===== src/rtl/decode_issue_tx_pkg.sv =====
// Shared decode-side types for the decode-to-issue transmitter.
// Holds the address/op widths, the packed op bundle and a saturating-increment helper.
package decode_issue_tx_pkg;

    localparam int AddrWidth = 32;

    typedef struct packed {
        logic [5:0] opcode;
        logic [4:0] rd;
        logic [4:0] rs1;
    } dec_op_t;

    localparam int DecOpWidth = $bits(dec_op_t);

    function automatic logic [31:0] sat_inc(input logic [31:0] v);
        return (v == 32'hFFFF_FFFF) ? v : v + 32'd1;
    endfunction

endpackage


===== src/rtl/dec_is_queue.sv =====
// Generic synchronous FIFO with wrap-bit pointers and a synchronous clear.
// Read data is the entry at the read pointer, taken straight from the storage array.
module dec_is_queue #(
    parameter int W     = 48,
    parameter int DEPTH = 4
) (
    input  logic         clk,
    input  logic         reset_,
    input  logic         clear,
    input  logic         wr_en,
    input  logic [W-1:0] wr_data,
    input  logic         rd_en,
    output logic [W-1:0] rd_data,
    output logic         full,
    output logic         empty
);

    localparam int PW = $clog2(DEPTH) + 1;

    logic [W-1:0]  mem [DEPTH];
    logic [PW-1:0] wptr;
    logic [PW-1:0] rptr;

    assign empty = (wptr == rptr);
    assign full  = (wptr[PW-2:0] == rptr[PW-2:0]) && (wptr[PW-1] != rptr[PW-1]);

    assign rd_data = mem[rptr[PW-2:0]];

    always_ff @(posedge clk) begin
        if (reset_ || clear) begin
            wptr <= '0;
            rptr <= '0;
        end else begin
            if (wr_en && !full) wptr <= wptr + 1'b1;
            if (rd_en && !empty) rptr <= rptr + 1'b1;
        end
    end

    // Storage is not reset; the head is don't-care while empty.
    always_ff @(posedge clk) begin
        if (wr_en && !full) mem[wptr[PW-2:0]] <= wr_data;
    end

endmodule


===== src/rtl/decode_issue_tx.sv =====
// Decode-to-issue transmitter: in-order queue with valid/stall handshake and flush.
// Optional perf counters are built when DEC_IS_PERF_EN is defined.
module decode_issue_tx
    import decode_issue_tx_pkg::*;
#(
    parameter int ADDR  = AddrWidth,
    parameter int OP_W  = DecOpWidth,
    parameter int DEPTH = 4
) (
    input  logic            clk,
    input  logic            reset_,
    input  logic            flush,
    input  logic            dec_valid,
    input  logic [ADDR-1:0] dec_pc,
    input  logic [OP_W-1:0] dec_op,
    output logic            dec_ready,
    output logic            is_valid,
    output logic [ADDR-1:0] is_pc,
    output logic [OP_W-1:0] is_op,
    input  logic            is_stall
`ifdef DEC_IS_PERF_EN
    ,
    output logic [31:0]     perf_stall_cnt,
    output logic [31:0]     perf_full_cnt
`endif
);

    logic full;
    logic empty;
    logic enq;
    logic deq;

    // Ready depends only on pointer state, never on is_stall.
    assign dec_ready = !full;
    assign is_valid  = !empty;
    assign enq       = dec_valid && dec_ready && !flush;
    assign deq       = is_valid && !is_stall && !flush;

    dec_is_queue #(
        .W     (ADDR + OP_W),
        .DEPTH (DEPTH)
    ) u_queue (
        .clk     (clk),
        .reset_  (reset_),
        .clear   (flush),
        .wr_en   (enq),
        .wr_data ({dec_pc, dec_op}),
        .rd_en   (deq),
        .rd_data ({is_pc, is_op}),
        .full    (full),
        .empty   (empty)
    );

`ifdef DEC_IS_PERF_EN
    // Counters survive flush; only reset clears them.
    always_ff @(posedge clk) begin
        if (reset_) begin
            perf_stall_cnt <= '0;
            perf_full_cnt  <= '0;
        end else begin
            if (is_valid && is_stall) perf_stall_cnt <= sat_inc(perf_stall_cnt);
            if (full) perf_full_cnt <= sat_inc(perf_full_cnt);
        end
    end
`endif

endmodule


===== config.mk =====
export PLATFORM = sky130hd
export DESIGN_NAME = decode_issue_tx
export DESIGN_NICKNAME = d
export VERILOG_FILES = /design/src/rtl/decode_issue_tx_pkg.sv /design/src/rtl/dec_is_queue.sv /design/src/rtl/decode_issue_tx.sv
export SDC_FILE = /design/constraint.sdc
export NUM_CORES = 1
export LEC_CHECK = 0
export CORE_ASPECT_RATIO = 1.25
export CORE_MARGIN = 3
export CORE_UTILIZATION = 45
export CTS_CLUSTER_DIAMETER = 40
export DETAILED_ROUTE_END_ITERATION = 8
export PLACE_DENSITY = 0.75
export REMOVE_ABC_BUFFERS = 1
export SYNTH_ARGS = -nofsm -noshare
export SYNTH_HDL_FRONTEND = slang
export SYNTH_HIERARCHICAL = 1
export SYNTH_SLANG_ARGS = --single-unit

===== constraint.sdc =====
create_clock -name clk -period 12.6 [get_ports clk]
set_input_delay 1.26 -clock clk [delete_from_list [all_inputs] [get_ports clk]]
set_output_delay 1.26 -clock clk [all_outputs]
set_load 0.01 [all_outputs]

==> results.py <==
metrics = {
    "run_status": {
        "status": "completed",
    },
    "timing": {
        "fin_crit_ns": 3.850,
        "tightest_slew_ns": 0.9635,
        "final.period_utilization_pct": 30.56,
        "maxSlewViolCount": 0,
        "max_freq_ghz": 0.2597,
        "clock_skew_ns": 0.01039,
        "rsz0062_at_grt": "false",
        "relSlewSlack_pct": 35.76,
        "postLayoutSetupSlackWorst_ns": 8.750,
        "setup_viol": 0,
        "fin_setup_tns_ns": 0,
        "finalHoldViolations": 0,
    },
    "route": {
        "wire_per_inst_um": 19.78,
        "vias": 3573,
        "ant_nets": 0,
        "remaining_drc_errors": 0,
        "first_iter_violations": 318,
        "firstDrtPassIters": 5,
        "routed_wl_mm": 13.17,
        "avgViaCountPerCell": 5.365,
    },
    "critical_path": {
        "cp-start-kind": "register",
        "critPathMaxFanout": 48,
        "r2r_slack_ns": 9.37,
        "crit-reg2reg-launch": "u_queue/wptr[0]",
        "worst_setup_path_end_kind": "primary output",
        "worst-endpoint-required_ns": 11.34,
        "cp_data_arrival_time_ns": 2.59,
        "crit_type": "reg -> out",
    },
    "finish": {
        "area_growth_pct": 24.57,
        "finalNonFillerCells": 666,
        "final_cell_area_mm2": 0.009351,
        "layout-drive-gt1-share_pct": 20.89,
        "n_antenna_cell": 0,
        "mostFrequentLayoutCell": "edfxtp_1",
        "most-common-layout-cells": "192 x edfxtp_1, 102 x clkdlybuf4s50_1, 48 x mux4_2, 17 x clkbuf_16, 6 x dfxtp_1",
        "fillCellCount": 1186,
        "layout.nets": 495,
    },
    "power_and_ir_drop": {
        "total_power_mw": 1.298,
        "peakVddDrop_uv": 91.91,
        "powerDensity_mw_per_mm2": 138.9,
        "leakage_nw": 2.914,
    },
    "placed_design": {
        "portBuffers": 102,
        "gp_congestion": 0.8179,
        "placed_area_mm2": 0.008795,
        "dp.final_hpwl_mm": 8.245,
        "place_ws_ns": 8.590,
        "dpl.cell_count": 634,
    },
    "die": {
        "die_area_mm2": 0.01828,
        "core_mm2": 0.01627,
        "initial_core_util_pct": 46.15,
        "io_pins": 103,
        "die_w_um": 121.5,
        "std_cell_rows": 52,
        "die_h_um": 150.4,
    },
    "clock_tree": {
        "cts_resized": 0,
        "cts_root_buf": "clkbuf_16",
        "clockBufferDepth": 2,
        "cts_setup_buffers": 0,
        "ctsHoldBuffers": 0,
        "cts_tree": "yes",
        "clk_pin_slew_ns": 0.07,
        "cts_made_buffers": 17,
        "worstSkewPairLatency_ns": 0.42,
        "cts_sinks": 200,
        "cts_max_level": 4,
    },
    "yosys": {
        "synth_seq_cells": 200,
        "synthCells": 322,
        "ys_types": 29,
        "syn-cell-area_mm2": 0.007507,
        "avgSynthCellArea_um2": 23.31,
        "yosysWarnings": 6,
        "ys_seq_area_share_pct": 78.93,
    },
    "hold_path": {
        "hold_path.class": "reg -> reg",
        "min_from": "u_queue/rptr[2]",
    },
    "global_route": {
        "grt_pass1_vias": 3811,
        "grt_pass1_wl_mm": 20.85,
        "grt_use_total_pct": 15.17,
        "overflow": 0,
        "grt_antenna_before_repair": 1,
        "grt_start_max_net_pins": 49,
    },
    "flow_run": {
        "cap_viol_max_count": 0,
    },
}
## stage by stage
| step | hold WS (ns) | util (%) |
|---|---|---|
| 4_1_cts | 0.5375 | 57.49 |
| 5_1_grt | 0.5740 | 57.49 |
| 2_1_floorplan | 0.4943 | - |
| 3_5_place_dp | 0.5305 | 54.07 |
| 3_3_place_gp | 0.5129 | 54.07 |
| 6_report | 0.5454 | 57.49 |
## sequential cells by signal, summed over array words and instances, names as in the netlist, named ones only
name	count
u_queue/wptr	3
u_queue/rptr	3
u_queue/mem	192
## area by class of cell
type                            instances  area, µm²  area share [%]
Clock inverter                         11      86.33          0.9232
Multi-Input combinational cell        107       1520           16.26
Inverter                                4      15.01          0.1606
Clock buffer                           21      470.5           5.031
Tap cell                              216      270.3           2.890
Timing Repair Buffer                  107       1059           11.32
Sequential cell                       200       5931           63.42
## kinds of logic after synthesis
family / after synthesis / share of synthesized area (%)
AO/OA/AOI/OAI: 19 / 1.683
XOR/XNOR: 6 / 0.7001
adder cells (fa/ha/maj): 5 / 0.8333
buffers and inverters: 15 / 1.067
flip-flops: 200 / 78.93
multiplexers: 48 / 14.40
AND/OR/NAND/NOR: 29 / 2.383
## cells in the mapped netlist (all sizes together)
master,count,area (µm²)
or4,1,7.510
a21oi,4,20.02
edfxtp,192,5766
nor2,3,11.26
o21ai,2,10.01
mux4,48,1081
nand4,2,12.51
o211ai,5,37.54
a31oi,5,31.28
nor3,1,10.01
nand3,3,15.01
clkbuf,3,11.26
or2,1,6.260
inv,4,15.01
and3,3,18.77
xor2,3,26.28
buf,8,53.80
nand2,5,18.77
dfxtp,8,160.2
a211o,2,17.52
ha,5,62.56
xnor2,3,26.28
nor3b,1,12.51
and2,3,18.77
o31a,1,10.01
nand2b,2,12.51
nor4b,4,35.03
## worst paths after layout
kind / endpoint / cells past startpoint
worst max register to register: u_queue/mem[3][39] / 7
worst min-delay path: u_queue/rptr[2] / 2
worst min register to register: u_queue/rptr[2] / 2
worst max-delay path: is_pc[8] / 2
## per-layer routing
layer / up-vias / GRT usage (%) / wire length, µm
li1: 1597 / - / -
met1: 1841 / 19.85 / 5591
met2: 111 / 25.20 / 6705
met3: 22 / 4.510 / 722
met4: 2 / 3.812 / 140
met5: - / 0 / 13
## worst max-delay path, stage by stage (launching register included)
cell             delay, ns
dfxtp_4               0.97
mux4_2                0.65
clkdlybuf4s50_1       0.50
## report_power, final
group          total, mW  internal [mW]  switching, mW
clock network      0.498          0.272          0.226
logic             0.0597         0.0339         0.0258
registers          0.741          0.738        0.00255
Power figures use the tool's default switching activity.
